==> config.mk <==
export PLATFORM = sky130hd
export DESIGN_NAME = ar_ordering_unit_flat
export DESIGN_NICKNAME = d
export VERILOG_FILES = /design/src/rtl/ar_ordering_unit_if.sv /design/src/rtl/ar_ordering_unit.sv /design/src/flat_wrapper.sv
export SDC_FILE = /design/constraint.sdc
export NUM_CORES = 1
export LEC_CHECK = 0
export ABC_AREA = 1
export CORE_MARGIN = 1.5
export CORE_UTILIZATION = 54
export DETAILED_ROUTE_END_ITERATION = 12
export PLACE_DENSITY = 0.79
export SYNTH_ARGS = -nofsm -noshare
export SYNTH_HDL_FRONTEND = slang
export SYNTH_SLANG_ARGS = --single-unit
==> constraint.sdc <==
create_clock -name clk -period 17.65 [get_ports clk]
set_input_delay 1.765 -clock clk [delete_from_list [all_inputs] [get_ports clk]]
set_output_delay 1.765 -clock clk [all_outputs]
set_load 0.05 [all_outputs]
==> src/rtl/ar_ordering_unit_if.sv <==
// AR channel bundle: address-read request payload plus valid/ready handshake.
interface ar_if #(
    parameter int unsigned ID_WIDTH    = 8,
    parameter int unsigned ADDR_WIDTH  = 32,
    parameter int unsigned LEN_WIDTH   = 8,
    parameter int unsigned SIZE_WIDTH  = 3,
    parameter int unsigned BURST_WIDTH = 2,
    parameter int unsigned QOS_WIDTH   = 4
);
    logic                   valid;
    logic                   ready;
    logic [ID_WIDTH-1:0]    id;
    logic [ADDR_WIDTH-1:0]  addr;
    logic [LEN_WIDTH-1:0]   len;
    logic [SIZE_WIDTH-1:0]  size;
    logic [BURST_WIDTH-1:0] burst;
    logic [QOS_WIDTH-1:0]   qos;

    modport sender (
        output valid, id, addr, len, size, burst, qos,
        input  ready
    );

    modport receiver (
        input  valid, id, addr, len, size, burst, qos,
        output ready
    );
endinterface

==> src/rtl/ar_ordering_unit.sv <==
// AR tag allocator: swaps master IDs for free internal tags, tracks per-ID order
// for the reorder buffer, and frees tags on ROB release.
module ar_ordering_unit #(
    parameter int unsigned ID_WIDTH    = 8,
    parameter int unsigned ADDR_WIDTH  = 32,
    parameter int unsigned LEN_WIDTH   = 8,
    parameter int unsigned SIZE_WIDTH  = 3,
    parameter int unsigned BURST_WIDTH = 2,
    parameter int unsigned QOS_WIDTH   = 4,
    parameter int unsigned NUM_TAGS    = 16,
    localparam int unsigned TAG_W      = $clog2(NUM_TAGS),
    localparam int unsigned CNT_W      = $clog2(NUM_TAGS + 1)
) (
    input  logic             clk,
    input  logic             rst,
    ar_if.receiver           ar_in,
    ar_if.sender             ar_out,
    output logic             alloc_valid,
    output logic [TAG_W-1:0] alloc_tag,
    output logic [ID_WIDTH-1:0]  alloc_orig_id,
    output logic [LEN_WIDTH-1:0] alloc_len,
    output logic [CNT_W-1:0] alloc_order_idx,
    input  logic             rel_valid,
    input  logic [TAG_W-1:0] rel_tag,
    output logic [CNT_W-1:0] outstanding,
    output logic             err_rel
);

    logic [NUM_TAGS-1:0]    valid_q;
    logic [ID_WIDTH-1:0]    orig_id_q [NUM_TAGS];
    logic [LEN_WIDTH-1:0]   len_q     [NUM_TAGS];

    logic                   out_valid_q;
    logic [ID_WIDTH-1:0]    out_id_q;
    logic [ADDR_WIDTH-1:0]  out_addr_q;
    logic [LEN_WIDTH-1:0]   out_len_q;
    logic [SIZE_WIDTH-1:0]  out_size_q;
    logic [BURST_WIDTH-1:0] out_burst_q;
    logic [QOS_WIDTH-1:0]   out_qos_q;

    logic                   any_free;
    logic [TAG_W-1:0]       free_tag;
    logic                   in_ready;
    logic                   accept;
    logic                   rel_in_range;
    logic                   rel_hit;
    logic                   rel_miss;
    logic [CNT_W-1:0]       order_cnt;

    // Lowest-index free tag from registered state, so a tag freed this cycle is not reused yet.
    always_comb begin
        free_tag = '0;
        for (int i = int'(NUM_TAGS) - 1; i >= 0; i--) begin
            if (!valid_q[i]) free_tag = TAG_W'(i);
        end
    end

    assign any_free     = |(~valid_q);
    assign in_ready     = any_free & (~out_valid_q | ar_out.ready);
    assign accept       = ar_in.valid & in_ready;
    assign rel_in_range = (32'(rel_tag) < NUM_TAGS);
    assign rel_hit      = rel_valid & rel_in_range & valid_q[rel_tag];
    assign rel_miss     = rel_valid & ~rel_hit;

    // Older same-ID requests still live after this cycle's release.
    always_comb begin
        order_cnt = '0;
        for (int unsigned i = 0; i < NUM_TAGS; i++) begin
            if (valid_q[i] && (orig_id_q[i] == ar_in.id) && !(rel_hit && (32'(rel_tag) == i)))
                order_cnt = order_cnt + CNT_W'(1);
        end
    end

    assign ar_in.ready  = in_ready;
    assign ar_out.valid = out_valid_q;
    assign ar_out.id    = out_id_q;
    assign ar_out.addr  = out_addr_q;
    assign ar_out.len   = out_len_q;
    assign ar_out.size  = out_size_q;
    assign ar_out.burst = out_burst_q;
    assign ar_out.qos   = out_qos_q;

    always_ff @(posedge clk or posedge rst) begin
        if (rst) begin
            valid_q <= '0;
        end else begin
            if (rel_hit) valid_q[rel_tag]  <= 1'b0;
            if (accept)  valid_q[free_tag] <= 1'b1;
        end
    end

    // Payload entries are only meaningful while their valid bit is set.
    always_ff @(posedge clk) begin
        if (accept) begin
            orig_id_q[free_tag] <= ar_in.id;
            len_q[free_tag]     <= ar_in.len;
        end
    end

    always_ff @(posedge clk or posedge rst) begin
        if (rst) begin
            out_valid_q <= 1'b0;
            out_id_q    <= '0;
            out_addr_q  <= '0;
            out_len_q   <= '0;
            out_size_q  <= '0;
            out_burst_q <= '0;
            out_qos_q   <= '0;
        end else if (accept) begin
            out_valid_q <= 1'b1;
            out_id_q    <= ID_WIDTH'(free_tag);
            out_addr_q  <= ar_in.addr;
            out_len_q   <= ar_in.len;
            out_size_q  <= ar_in.size;
            out_burst_q <= ar_in.burst;
            out_qos_q   <= ar_in.qos;
        end else if (ar_out.ready) begin
            out_valid_q <= 1'b0;
        end
    end

    always_ff @(posedge clk or posedge rst) begin
        if (rst) begin
            alloc_valid     <= 1'b0;
            alloc_tag       <= '0;
            alloc_orig_id   <= '0;
            alloc_len       <= '0;
            alloc_order_idx <= '0;
        end else begin
            alloc_valid <= accept;
            if (accept) begin
                alloc_tag       <= free_tag;
                alloc_orig_id   <= ar_in.id;
                alloc_len       <= ar_in.len;
                alloc_order_idx <= order_cnt;
            end
        end
    end

    always_ff @(posedge clk or posedge rst) begin
        if (rst) begin
            outstanding <= '0;
            err_rel     <= 1'b0;
        end else begin
            case ({accept, rel_hit})
                2'b10:   outstanding <= outstanding + CNT_W'(1);
                2'b01:   outstanding <= outstanding - CNT_W'(1);
                default: outstanding <= outstanding;
            endcase
            if (rel_miss) err_rel <= 1'b1;
        end
    end

endmodule

==> src/flat_wrapper.sv <==
// flat-port wrapper written by rule: the top's interface ports become plain ports
module ar_ordering_unit_flat 
#(
    parameter int unsigned ID_WIDTH    = 8,
    parameter int unsigned ADDR_WIDTH  = 32,
    parameter int unsigned LEN_WIDTH   = 8,
    parameter int unsigned SIZE_WIDTH  = 3,
    parameter int unsigned BURST_WIDTH = 2,
    parameter int unsigned QOS_WIDTH   = 4,
    parameter int unsigned NUM_TAGS    = 16,
    localparam int unsigned TAG_W      = $clog2(NUM_TAGS),
    localparam int unsigned CNT_W      = $clog2(NUM_TAGS + 1)
)
  (clk, rst, alloc_valid, alloc_tag, alloc_orig_id, alloc_len, alloc_order_idx, rel_valid, rel_tag, outstanding, err_rel, ar_in_valid, ar_in_id, ar_in_addr, ar_in_len, ar_in_size, ar_in_burst, ar_in_qos, ar_in_ready, ar_out_valid, ar_out_id, ar_out_addr, ar_out_len, ar_out_size, ar_out_burst, ar_out_qos, ar_out_ready);
  ar_if #(.ID_WIDTH(ID_WIDTH), .ADDR_WIDTH(ADDR_WIDTH), .LEN_WIDTH(LEN_WIDTH), .SIZE_WIDTH(SIZE_WIDTH), .BURST_WIDTH(BURST_WIDTH), .QOS_WIDTH(QOS_WIDTH)) ar_in_i ();
  ar_if #(.ID_WIDTH(ID_WIDTH), .ADDR_WIDTH(ADDR_WIDTH), .LEN_WIDTH(LEN_WIDTH), .SIZE_WIDTH(SIZE_WIDTH), .BURST_WIDTH(BURST_WIDTH), .QOS_WIDTH(QOS_WIDTH)) ar_out_i ();
  input  logic clk;
  input  logic rst;
  output logic alloc_valid;
  output logic [TAG_W-1:0] alloc_tag;
  output logic [ID_WIDTH-1:0] alloc_orig_id;
  output logic [LEN_WIDTH-1:0] alloc_len;
  output logic [CNT_W-1:0] alloc_order_idx;
  input  logic rel_valid;
  input  logic [TAG_W-1:0] rel_tag;
  output logic [CNT_W-1:0] outstanding;
  output logic err_rel;
  input wire logic [$bits(ar_in_i.valid)-1:0] ar_in_valid;
  input wire logic [$bits(ar_in_i.id)-1:0] ar_in_id;
  input wire logic [$bits(ar_in_i.addr)-1:0] ar_in_addr;
  input wire logic [$bits(ar_in_i.len)-1:0] ar_in_len;
  input wire logic [$bits(ar_in_i.size)-1:0] ar_in_size;
  input wire logic [$bits(ar_in_i.burst)-1:0] ar_in_burst;
  input wire logic [$bits(ar_in_i.qos)-1:0] ar_in_qos;
  output wire logic [$bits(ar_in_i.ready)-1:0] ar_in_ready;
  output wire logic [$bits(ar_out_i.valid)-1:0] ar_out_valid;
  output wire logic [$bits(ar_out_i.id)-1:0] ar_out_id;
  output wire logic [$bits(ar_out_i.addr)-1:0] ar_out_addr;
  output wire logic [$bits(ar_out_i.len)-1:0] ar_out_len;
  output wire logic [$bits(ar_out_i.size)-1:0] ar_out_size;
  output wire logic [$bits(ar_out_i.burst)-1:0] ar_out_burst;
  output wire logic [$bits(ar_out_i.qos)-1:0] ar_out_qos;
  input wire logic [$bits(ar_out_i.ready)-1:0] ar_out_ready;
  assign ar_in_i.valid = ar_in_valid;
  assign ar_in_i.id = ar_in_id;
  assign ar_in_i.addr = ar_in_addr;
  assign ar_in_i.len = ar_in_len;
  assign ar_in_i.size = ar_in_size;
  assign ar_in_i.burst = ar_in_burst;
  assign ar_in_i.qos = ar_in_qos;
  assign ar_in_ready = ar_in_i.ready;
  assign ar_out_valid = ar_out_i.valid;
  assign ar_out_id = ar_out_i.id;
  assign ar_out_addr = ar_out_i.addr;
  assign ar_out_len = ar_out_i.len;
  assign ar_out_size = ar_out_i.size;
  assign ar_out_burst = ar_out_i.burst;
  assign ar_out_qos = ar_out_i.qos;
  assign ar_out_i.ready = ar_out_ready;
  ar_ordering_unit #(.ID_WIDTH(ID_WIDTH), .ADDR_WIDTH(ADDR_WIDTH), .LEN_WIDTH(LEN_WIDTH), .SIZE_WIDTH(SIZE_WIDTH), .BURST_WIDTH(BURST_WIDTH), .QOS_WIDTH(QOS_WIDTH), .NUM_TAGS(NUM_TAGS)) u_core (.clk(clk), .rst(rst), .ar_in(ar_in_i), .ar_out(ar_out_i), .alloc_valid(alloc_valid), .alloc_tag(alloc_tag), .alloc_orig_id(alloc_orig_id), .alloc_len(alloc_len), .alloc_order_idx(alloc_order_idx), .rel_valid(rel_valid), .rel_tag(rel_tag), .outstanding(outstanding), .err_rel(err_rel));
endmodule
# --- Word-level counts from Yosys, hierarchy flattened ---
# Memory sizes are Yosys's and may differ from the RTL's.
# Index checks and enable logic that the tools add are counted.
op_classes:
  add_sub_neg: 17
  order_cmp: 4
  eq_ne: 33
  n_mux: 45
  bitwise_logic: 11
  reduce_logical: 70
ops:
  columns: ["operator", "count"]
  rows:
  - ["$eq A8 B8 Y1", 16]
  - ["$add A5 B1 Y5 const B", 15]
  - ["$mux W5", 15]
  - ["$mux W4", 16]
  - ["$logic_and A1 B1 Y1", 50]
  - ["$eq A4 B4 Y1 const B", 8]
  - ["$mux W16", 2]
  - ["$not A16 Y16", 2]
  - ["$and A16 B16 Y16", 1]
  - ["$eq A4 B3 Y1 const B", 4]
  - ["$logic_not A1 Y1", 16]
  - ["$or A16 B16 Y16", 1]
  - ["$reduce_or A16 Y1", 1]
  - ["$lt A4 B5 Y1 const B", 2]
  - ["$pmux W5 S2", 1]
  - ["$demux W1 S4", 2]
  - ["$eq A4 B2 Y1 const B", 2]
  - ["$ge A4 B1 Y1 const B", 2]
  - ["$mux W1", 8]
  - ["$sub A5 B1 Y5 const B", 1]
  - ["$and A1 B1 Y1", 4]
  - ["$bmux W1 S4", 1]
  - ["$eq A4 B1 Y1 const B", 1]
  - ["$logic_not A4 Y1", 1]
  - ["other kinds (6)", 8]
word_totals:
  regBits: 90
  ramBits: 128
  input_bits: 66
  out_inout_bits: 91
  elab_cells: 194
  n_memories: 1
mem_list:
  columns: ["memory", "depth", "word_bits", "read_ports", "rd_ports_with_merged_regs", "wr", "line_no", "rtl"]
  rows:
  - ["u_core.orig_id_q", 16, 8, 16, 0, 1, "ar_ordering_unit.sv:30", "logic [ID_WIDTH-1:0] orig_id_q [NUM_TAGS];"]

# --- Longest topological paths before layout ---
# Gate-level depths: netlist (run 1).
logic_depth:
  ltp_word: 37
  ltp_mapped: 58
  mapped_depth_nobuf: 58

# --- Worst setup path before layout (run 1) ---
# Ideal clock, no wire load.
synth_timing:
  path_type: "input port to flip-flop"
  startpoint: "input ar_in_id[0]"
  endpoint: "register u_core.alloc_order_idx[4]"
  setup_time_ns: 0.118
  arrival_ns: 9.165
  t_required_ns: 17.532
  path_slack_ns: 8.367
  path_stages: 49
  path_buffers: 2
  cell_sequence: "buf_2 -> buf_1 -> xor2_1 -> nor4_1 -> nand2_1 -> nor2_1 -> ha_1 -> inv_1 -> nand2_2 -> nand2_2 -> inv_1 -> ha_1 -> nand2_1 -> nand2_1 -> ha_1 -> or2_1 -> nand2_1 -> inv_1 -> (+13 left out) -> or2_2 -> nand2_2 -> xnor2_1 -> o21ai_0 -> ha_1 -> or2_2 -> nand2_1 -> xnor2_1 -> o21ai_0 -> ha_1 -> nand2_1 -> o21ai_0 -> ha_1 -> nand4_1 -> a21oi_1 -> nand3_1 -> nand2_1 -> a21oi_2"
synth_between:
  elab_chain_cells: 34
  word_cells_on_any_way: 79
  classes_between: "add/sub: 15; eq/ne: 16; mux: 16; reduce/logical: 32"
synth_lines:
  columns: ["item", "line_no", "rtl"]
  rows:
  - ["from (decl)", "flat_wrapper.sv:29", "input wire logic [$bits(ar_in_i.id)-1:0] ar_in_id;"]
  - ["$eq A8 B8 Y1", "ar_ordering_unit.sv:69", "if (valid_q[i] && (orig_id_q[i] == ar_in.id) && !(rel_hit && (32'(rel_tag) == i)))"]
  - ["$logic_and A1 B1 Y1 (2 in a row)", "ar_ordering_unit.sv:69", null]
  - ["$mux W1", "ar_ordering_unit.sv:69", null]
  - ["$add A1 B1 Y2", "ar_ordering_unit.sv:70", "order_cnt = order_cnt + CNT_W'(1);"]
  - ["$mux W5", "ar_ordering_unit.sv:69", null]
  - ["$add A5 B1 Y5", "ar_ordering_unit.sv:70", null]
  - ["$mux W5", "ar_ordering_unit.sv:69", null]
  - ["$add A5 B1 Y5", "ar_ordering_unit.sv:70", null]
  - ["(+17 left out)", null, null]
  - ["$add A5 B1 Y5", "ar_ordering_unit.sv:70", null]
  - ["$mux W5", "ar_ordering_unit.sv:69", null]
  - ["$add A5 B1 Y5", "ar_ordering_unit.sv:70", null]
  - ["$mux W5", "ar_ordering_unit.sv:69", null]
  - ["$add A5 B1 Y5", "ar_ordering_unit.sv:70", null]
  - ["$mux W5", "ar_ordering_unit.sv:69", null]
  - ["$add A5 B1 Y5", "ar_ordering_unit.sv:70", null]
  - ["$mux W5 (*)", "ar_ordering_unit.sv:69", null]
  - ["to (signal assigned)", "ar_ordering_unit.sv:135", "alloc_order_idx <= order_cnt;"]
  - ["to (decl)", "ar_ordering_unit.sv:22", "output logic [CNT_W-1:0] alloc_order_idx,"]
# Mark *: on every way between the ends. The rest lies on a longest branch, timed or not.
# A chain may end at the register's enable or synchronous reset.

# --- Worst setup path after layout (run 1) ---
layout_timing:
  startpoint: "input rel_tag[0]"
  endpoint: "register u_core.alloc_order_idx[4]"
layout_between:
  elab_chain_cells: 37
  word_cells_on_any_way: 98
  classes_between: "add/sub: 15; eq/ne: 15; mux: 18; bitwise: 1; reduce/logical: 49"
layout_lines:
  columns: ["item", "line_no", "rtl"]
  rows:
  - ["from (decl)", "flat_wrapper.sv:25", "input logic [TAG_W-1:0] rel_tag;"]
  - ["$bmux W1 S4", "ar_ordering_unit.sv:62", "assign rel_hit = rel_valid & rel_in_range & valid_q[rel_tag];"]
  - ["$mux W1 (not written as such)", "ar_ordering_unit.sv:62", null]
  - ["$and A1 B1 Y1", "ar_ordering_unit.sv:62", null]
  - ["$logic_and A1 B1 Y1", "ar_ordering_unit.sv:69", null]
  - ["$logic_not A1 Y1", "ar_ordering_unit.sv:69", null]
  - ["$logic_and A1 B1 Y1", "ar_ordering_unit.sv:69", null]
  - ["$mux W1", "ar_ordering_unit.sv:69", null]
  - ["$add A1 B1 Y2", "ar_ordering_unit.sv:70", null]
  - ["(+21 left out)", null, null]
  - ["$add A5 B1 Y5", "ar_ordering_unit.sv:70", null]
  - ["$mux W5", "ar_ordering_unit.sv:69", null]
  - ["$add A5 B1 Y5", "ar_ordering_unit.sv:70", null]
  - ["$mux W5", "ar_ordering_unit.sv:69", null]
  - ["$add A5 B1 Y5", "ar_ordering_unit.sv:70", null]
  - ["$mux W5", "ar_ordering_unit.sv:69", null]
  - ["$add A5 B1 Y5", "ar_ordering_unit.sv:70", null]
  - ["$mux W5 (*)", "ar_ordering_unit.sv:69", null]
# Mark *: on every way between the ends. The rest lies on a longest branch, timed or not. The select of a mux whose other input is x is not followed.

==> results of run 1 <==
==> through the flow <==
stage | setup slack (ps) | power, W | hold slack (ps) | cells
2_1_floorplan | 8367 | 0.0009855 | 495.3 | 1286
3_3_place_gp | 7353 | 0.001138 | 456.8 | 1674
3_5_place_dp | 6946 | 0.001151 | 458.0 | 1674
4_1_cts | 7444 | 0.001625 | 468.4 | 1716
5_1_grt | 6617 | 0.001685 | 486.4 | 1716
6_report | 7436 | 0.001616 | 467.7 | 1716
==> cell families (layout without fill, tap and decap cells) <==
| group | Yosys count | after routing | share of synthesized area (%) |
|---|---|---|---|
| simple gates | 677 | 677 | 26.12 |
| flops | 218 | 218 | 52.12 |
| buf+inv | 173 | 328 | 6.461 |
| xor+xnor | 138 | 138 | 10.40 |
| compound gates | 55 | 55 | 2.578 |
| fa+ha+maj | 20 | 20 | 2.204 |
| other cells | 1 | 4 | 0.03206 |
| mux | 1 | 1 | 0.08558 |
==> state kept, by name, summed over array words and instances (netlist names), 2 cells and up <==
register                flops
u_core.alloc_tag            4
u_core.alloc_order_idx      5
u_core.ar_out.size          3
u_core.ar_out.len           8
u_core.alloc_orig_id        8
u_core.orig_id_q          128
u_core.valid_q             16
u_core.ar_out.addr         32
u_core.ar_out.burst         2
u_core.outstanding          5
u_core.ar_out.qos           4
==> critical path, delay by kind of cell <==
family | cells | cell delay [ps]
fa+ha+maj | 9 | 2530
buf+inv | 6 | 1140
xor+xnor | 4 | 480
simple gates | 29 | 3270
compound gates | 8 | 1380
==> cells in the mapped netlist, types with 2 or more instances <==
library cell and n:
inv_1 110, and3_1 2, a31o_2 2, nand4_1 20, xor2_1 90, buf_1 5, nand3_1 71, nand3_2 16
nand2_1 408, ha_1 19, nor2_1 77, dfrtp_1 90, clkbuf_1 14, nor3_1 7, nand2_2 28, or2_2 10
nand3b_1 4, a31oi_1 2, buf_4 21, edfxtp_1 128, o22ai_1 2, nand2_4 8, a21oi_1 5, o21ai_0 38
buf_2 8, and3b_1 2, buf_6 2, nor4_1 18, xnor2_1 47, inv_2 11
==> final cells by class <==
cell class              count  area, µm²  area share (%)
clock buffers              34      626.9           4.445
clock inverters             8      106.4          0.7542
inverters                 123      465.4           3.301
multi-input cells         895       4858           34.45
flip-flops and latches    218       6096           43.23
well taps                 275      344.1           2.440
repair buffers            163       1604           11.38
==> power by group through the flow <==
stage               clock network (W)  logic [W]  registers, W
floorplan                           0   0.000223      0.000763
global placement                    0   0.000464      0.000674
detailed placement                  0   0.000474      0.000677
CTS                          0.000482   0.000476      0.000667
global route                 0.000499   0.000510      0.000676
finish                       0.000474   0.000474      0.000668
==> how the worst max path moves through the flow <==
stage,from,endpoint,slack [ps],cells past startpoint
6_report,rel_tag[0],u_core.alloc_order_idx[4],7440,56
5_1_grt,rel_tag[0],u_core.alloc_order_idx[4],6620,56
4_1_cts,rel_tag[0],u_core.alloc_order_idx[4],7440,56
3_5_place_dp,rel_tag[0],u_core.alloc_order_idx[4],6950,56
3_3_place_gp,rel_tag[0],u_core.alloc_order_idx[4],7350,56
2_1_floorplan,ar_in_id[0],u_core.alloc_order_idx[4],8370,49
==> routing by layer <==
layer | wire, µm | share of wire [%] | global-route usage (%) | vias to the layer above
met1 | 11900 | 44 | 32.47 | 4188
met2 | 13220 | 49 | 40.34 | 209
met3 | 1087 | 4.0 | 3.152 | 56
met5 | 0 | 0 | 0 | -
met4 | 800 | 3.0 | 8.431 | 0
li1 | - | - | - | 4390
==> out/results.ini, run 1 <==
[run_status]
status = finished clean

[setup_path]
required_ps = 18030
reg2reg_slack_ps = 9030
setup.worst_path.start_class = primary input
path_class = in2reg
r2r-end = u_core.alloc_order_idx[4]
arrival_ps = 10600
r2r_cells = 54
r2r_start = u_core.valid_q[3]
cpPeakStageDelay_ps = 640
crit_top_cell = nand2_1
cp_max_fo = 12
end_kind = flop
crit_path_top_delay_cell = clkdlybuf4s50_1

[min_path]
min-delay-start = u_core.outstanding[4]
whs_path_depth = 1
hold_end = u_core.outstanding[4]
min-delay-path-class = reg2reg

[pwr]
internal_power_w = 0.001038
p_clk_share_pct = 29.3
power.density_nw_per_um2 = 114.6
p_seq_share_pct = 41.3
comb_power_share_pct = 29.3
swShare_pct = 35.78
p_leak_nw = 6.371
vdd_drop_max_mv = 0.08299
switchingPower_w = 0.0005783

[timing]
finalHoldViolations = 0
fmax_ghz = 0.09790
slew_headroom_pct = 38.56
setup_viol = 0
finalSetupTns_ps = 0
period_share_pct = 57.87
rsz0062_at_grt = false
slew_viol_final = 0
finClkSkew_ps = 11.19
timing_worst_slew_pin_value_ps = 921.6
min_period_ps = 10210

[clocking]
numCtsBuffers = 23
cts_tree = built
cts_max_path_buffers = 3
h-tree-depth = 1
clkTransAtPathRegs_ps = 60
root_buffer = clkbuf_16
hold_buffers = 0
post_cts_resized = 0
clock_sinks = 218
postCtsSetupBuffers = 0
clk_latency_ps = 530

[global_routing]
grt_pass1_vias = 8503
track_usage_pct = 24.15
grt_max_degree = 72
grt_pass1_wl_um = 42740
antenna_found_initial = 0
grt.overflow.total = 0

[synth]
synthFlopType = edfxtp_1
synth-edff-count = 128
netlist_top_cells_area = edfxtp_1, dfrtp_1, nand2_1
async_reset_ff_share_pct = 41.28
synth_top_area_share_pct = 32.86
synthCells = 1283
seq_area_frac_synth_pct = 52.12
ys_types = 48
synth-seq-cells = 218
synth_top_area_cell = edfxtp_1
ys_warn_count = 0
synth_area_per_cell_um2 = 9.116
syn_area_um2 = 11700

[job]
maxCapViolCount = 0

[cells_and_area]
final_nets = 1510
diodes = 0
final_cell_mix = nand2_1, clkdlybuf4s50_1, edfxtp_1, inv_1
fin_util_pct = 66.66
layout-drive-gt1-share_pct = 8.675
fin_area_um2 = 14100
final_common_cell = nand2_1
n_fill_cell = 1634
area_growth_pct = 20.56

[place]
place.gp.congestion = 0.8908
placed_cell_area_um2 = 13370
post-dp-hpwl_um = 18880
port_buffers = 152

[detailed_routing]
drc = 0
vias = 8843
drt_iter0_markers = 620
vias_per_cell = 5.153
drt-pass1-iter-count = 5
antenna_left = 0
wl_per_cell_um = 15.74
drt-total-wl_um = 27010

[floorplanning]
die_w_um = 150.2
die-area_um2 = 22550
die_height_um = 150.2
num_rows = 53
ioPinCount = 157
core_area_um2 = 21150
start_util_pct = 55.29

(Power assumes the default switching activity.)
==> inputs of run 2 (changes only) <==
clock period = 9.4 ns   (was 17.65 ns; I/O delays follow)
==> out/results.ini, run 2 (synthesized netlist as in run 1, its figures left out) <==
[setup_path]
arrival_ps = 9170  ; -1430 ps
end_kind = flop
crit_top_cell = nand2_1
crit_path_top_delay_cell = clkdlybuf4s50_1
cp_max_fo = 12  ; unchanged
r2r_start = u_core.valid_q[3]
setup.worst_path.start_class = primary input
path_class = in2reg
required_ps = 9780  ; -8250 ps
critPathLaunch = rel_tag[0]
cpPeakStageDelay_ps = 410  ; -230 ps

[floorplanning]
die_w_um = 150.2  ; unchanged
die-area_um2 = 22550  ; unchanged
start_util_pct = 55.29  ; unchanged
core_area_um2 = 21150  ; unchanged
ioPinCount = 157  ; unchanged
num_rows = 53  ; unchanged
die_height_um = 150.2  ; unchanged

[clocking]
numCtsBuffers = 23  ; unchanged
cts_max_path_buffers = 3  ; unchanged
clock_sinks = 218  ; unchanged
postCtsSetupBuffers = 0  ; unchanged
cts_tree = built
clk_latency_ps = 530  ; about the same
root_buffer = clkbuf_16
clkTransAtPathRegs_ps = 60  ; about the same
h-tree-depth = 1  ; unchanged

[cells_and_area]
area_growth_pct = 22.67
largest_register_ffs = 128  ; unchanged
final_common_cell = nand2_1
fin_area_um2 = 14350  ; +1.7%
final_nets = 1528  ; +1.2%
final_cell_mix = nand2_1, clkdlybuf4s50_1, edfxtp_1, inv_1
diodes = 0  ; unchanged
layout-drive-gt1-share_pct = 10.42  ; +1.7 points
fin_util_pct = 67.82  ; +1.2 points
largest_register = u_core.orig_id_q

[timing]
setup_slack_ps = 608.1  ; -6827 ps
period_share_pct = 93.53
min_period_ps = 8792
slew_headroom_pct = 39.95  ; +1.4 points
timing_worst_slew_pin_value_ps = 892.5  ; -29.12 ps
finalHoldViolations = 0  ; unchanged
fin_hold_ws_ps = 479.5  ; +11.83 ps
setup_viol = 0  ; unchanged
fmax_ghz = 0.1137
slew_viol_final = 0  ; unchanged
rsz0062_at_grt = true
finClkSkew_ps = 18.22  ; +7.031 ps

[detailed_routing]
vias_per_cell = 5.174  ; +0.39%
drt-pass1-iter-count = 5  ; unchanged
vias = 8971  ; +1.4%
drt-total-wl_um = 28330  ; +4.9%
wl_met2_um = 13860  ; +4.8%
drt_iter0_markers = 714  ; +15%
antenna_left = 0  ; unchanged
wl_per_cell_um = 16.34  ; +3.8%
routed.top_layer = met5
drc = 0  ; unchanged
wl_met3_um = 1593  ; +47%
wl_met1_um = 12080  ; +1.5%

[global_routing]
grt_pass1_wl_um = 44340  ; +3.7%
grt_pass1_vias = 8766  ; +3.1%
antenna_found_initial = 2  ; +2
grt.overflow.total = 0  ; unchanged
track_usage_pct = 25.26  ; +1.1 points
grt_max_degree = 75  ; +4.2%

[pwr]
total_power_w = 0.003152  ; +95%
vdd_drop_max_mv = 0.2291  ; +180%
power.density_nw_per_um2 = 219.7  ; +92%
p_leak_nw = 6.516  ; +2.3%

[place]
placed_cell_area_um2 = 13500  ; +1.0%
port_buffers = 152  ; unchanged
dpl_worst_slack_ps = -125.1  ; -7071 ps
place.gp.congestion = 0.8686  ; -2.5%
post-dp-hpwl_um = 19970  ; +5.7%

[run_status]
status = finished clean

[min_path]
min-delay-start = u_core.ar_out.addr[11]
min-delay-path-class = reg2reg

[job]
maxCapViolCount = 0  ; unchanged

[run 2: changes by cell type in the layout (fill, tap and decap cells not counted), moves of 2 or more]
cell       change
buf_4         +18
o21ai_1        +5
o21ai_0        -5
clkbuf_8       +3
clkinv_1       +2
clkbuf_1      -10
bufinv_16      +2
[run 2: per-stage QoR]
stage                     cells  setup TNS, ps
after floorplan            1286              0
after global placement     1692              0
after detailed placement   1692         -239.0
after CTS                  1734              0
after global routing       1734         -93.20
final                      1734              0
[run 2: cell type report]
type / count / area (µm²)
sequential: 218 / 6096
clock inverter: 14 / 183.9
timing repair buffer: 181 / 1739
inverter: 123 / 465.4
multi-input combinational: 895 / 4863
tap: 275 / 344.1
fill: 1622 / 6807
clock buffer: 28 / 655.6
[run 2: repair_timing]
action / in CTS / in global routing
setup endpoints to repair: 0 / 4
hold buffers: 0 / 0
resized for setup: 0 / 6
[run 2: per-layer routing]
layer  vias up  global-route usage, %
met2       262                  41.97
met5         -                      0
met4         2                  7.990
met1      4225                  33.44
met3        59                  4.909
li1       4423                      -
[run 2: worst max-delay path: cells and delay by family]
kind | cells | cell delay (ps)
buf+inv | 7 | 980
compound gates | 8 | 1440
simple gates | 25 | 2770
fa+ha+maj | 9 | 2510
xor+xnor | 4 | 500
[run 2: path summary, 6_finish.rpt]
path,end,slack [ps],depth (start not counted)
min in group asynchronous,u_core.alloc_tag[0],730,2
worst min register to register,u_core.ar_out.addr[11],480,2
worst min-delay path,u_core.ar_out.addr[11],480,2
max in group asynchronous,u_core.ar_out.qos[3],7440,3
worst max register to register,u_core.alloc_order_idx[1],1210,50
worst max-delay path,u_core.alloc_order_idx[1],610,53
[run 2: report_power, final]
part | internal [W] | switching, W
Sequential | 0.00116 | 0.0000979
Combinational | 0.000274 | 0.000632
Clock | 0.000608 | 0.000379
Total | 0.00204 | 0.00111
==> inputs of run 3 (changes only) <==
clock period = 8.4 ns   (was 9.4 ns; I/O delays follow)
==> out/results.ini, run 3 (synthesized netlist as in run 1, its figures left out) <==
[run_status]
status = finished clean

[detailed_routing]
drt-total-wl_um = 28890  ; +2.0%
antenna_left = 0  ; unchanged
vias_per_cell = 5.179  ; about the same
drt-pass1-iter-count = 6  ; +1
vias = 9249  ; +3.1%
wl_per_cell_um = 16.18  ; -0.99%
drc = 0  ; unchanged
drt_iter0_markers = 650  ; -9.0%

[setup_path]
crit_path_top_delay_cell = or2_2
arrival_ps = 8290  ; -880 ps
critPathLaunch = rel_tag[2]
cpPeakStageDelay_ps = 300  ; -110 ps
cp_num_buf_inv = 5  ; -2
crit_top_cell = nand2_1
r2r_start = u_core.valid_q[0]
required_ps = 8770  ; -1010 ps
path_delay_family = simple AND/OR/NAND/NOR gates
setup.worst_path.start_class = primary input
cp_max_fo = 3  ; -9
end_kind = flop
path_class = in2reg

[clocking]
clock_sinks = 218  ; unchanged
root_buffer = clkbuf_16
numCtsBuffers = 24  ; +4.3%
clk_latency_ps = 530  ; about the same
hold_buffers = 0  ; unchanged
cts_max_path_buffers = 3  ; unchanged
h-tree-depth = 1  ; unchanged
clkTransAtPathRegs_ps = 60  ; about the same
cts_tree = built

[job]
maxCapViolCount = 0  ; unchanged

[timing]
slew_headroom_pct = 38.36  ; -1.6 points
finalHoldViolations = 0  ; unchanged
min_period_ps = 7929
finClkSkew_ps = 26.55  ; +8.330 ps
slew_viol_final = 0  ; unchanged
setup_slack_ps = 471.5  ; -136.6 ps
finalSetupTns_ps = 0  ; unchanged
fmax_ghz = 0.1261
timing_worst_slew_pin_value_ps = 916.1  ; +23.68 ps
setup_viol = 0  ; unchanged
period_share_pct = 94.39

[global_routing]
antenna_found_initial = 0  ; -2
grt_pass1_wl_um = 44840  ; +1.1%
grt_max_degree = 69  ; -8.0%
grt_pass1_vias = 8933  ; +1.9%
grt.overflow.total = 0  ; unchanged
track_usage_pct = 25.39  ; +0.13 points

[floorplanning]
core_area_um2 = 21150  ; unchanged
ioPinCount = 157  ; unchanged
die-area_um2 = 22550  ; unchanged
die_height_um = 150.2  ; unchanged
start_util_pct = 55.29  ; unchanged
num_rows = 53  ; unchanged
die_w_um = 150.2  ; unchanged

[cells_and_area]
final_cell_mix = nand2_1, clkdlybuf4s50_1, edfxtp_1, inv_1
area_growth_pct = 26.67
layout-drive-gt1-share_pct = 14.76  ; +4.3 points
diodes = 0  ; unchanged
final_nets = 1579  ; +3.3%
largest_register = u_core.orig_id_q
stdcell_count = 1786  ; +3.0%
final_common_cell = nand2_1
largest_register_ffs = 128  ; unchanged

[pwr]
power.density_nw_per_um2 = 239.2  ; +8.9%
total_power_w = 0.003544  ; +12%
p_leak_nw = 6.816  ; +4.6%
vdd_drop_max_mv = 0.2539  ; +11%

[min_path]
min-delay-path-class = reg2reg
min-delay-start = u_core.outstanding[4]

[place]
place.gp.congestion = 0.9380  ; +8.0%
dpl_worst_slack_ps = -997.4  ; -872.4 ps
dp.cells = 1739  ; +2.8%
port_buffers = 152  ; unchanged
post-dp-hpwl_um = 20670  ; +3.5%

[run 3: metrics by stage]
step           instance area [µm²]  util [%]  hold WS (ps)
5_1_grt                      14820     70.04         492.5
6_report                     14820     70.04         474.0
4_1_cts                      14690     69.46         470.7
3_5_place_dp                 13860     65.50         459.3
3_3_place_gp                 13860     65.50         456.6
2_1_floorplan                11710         -         495.3
[run 3: per-layer routing]
layer	track usage, %	wire (µm)	vias up
li1	-	-	4535
met3	4.182	1578	61
met2	43.07	14700	257
met5	0	0	-
met1	33.47	11980	4396
met4	7.745	633	0
[run 3: worst register-to-register path: cells and delay by family, from the launching register on]
kind / cells / cell delay (ps)
AND/OR/NAND/NOR: 29 / 3100
adder cells (fa/ha/maj): 8 / 2130
AO/OA/AOI/OAI: 5 / 990
XOR/XNOR: 5 / 680
flip-flops: 1 / 480
buffers and inverters: 4 / 180
multiplexers: 1 / 100
[run 3: final timing paths]
kind                                             end  slack [ps]  cells after the start
setup / recovery           u_core.alloc_order_idx[3]         470                     50
hold reg to reg                u_core.outstanding[4]         470                      1
max in group asynchronous    u_core.alloc_orig_id[4]        6530                      3
hold / removal                 u_core.outstanding[4]         470                      1
setup reg to reg           u_core.alloc_order_idx[3]         580                     52
min in group asynchronous        u_core.alloc_tag[1]         640                      2
[run 3: final cells by class]
class | count | area [µm²]
multi-input cells | 895 | 4950
clock inverters | 13 | 191.4
inverters | 123 | 467.9
flip-flops and latches | 218 | 6096
well taps | 275 | 344.1
clock buffers | 31 | 636.9
fillers | 1514 | 6339
repair buffers | 231 | 2130
[run 3: timing repair]
item                                    in CTS  in global routing
pin swaps                                    2                 12
endpoints found under the setup margin       4                  4
buffers inserted                             1                  2
cloned                                       0                  0
resized for setup                           12                 43
[run 3: report_power, final]
part	leakage, nW	switching (W)	internal [W]
Sequential	2.25	0.0000972	0.00130
Clock	0.403	0.000422	0.000663
Combinational	4.16	0.000731	0.000332
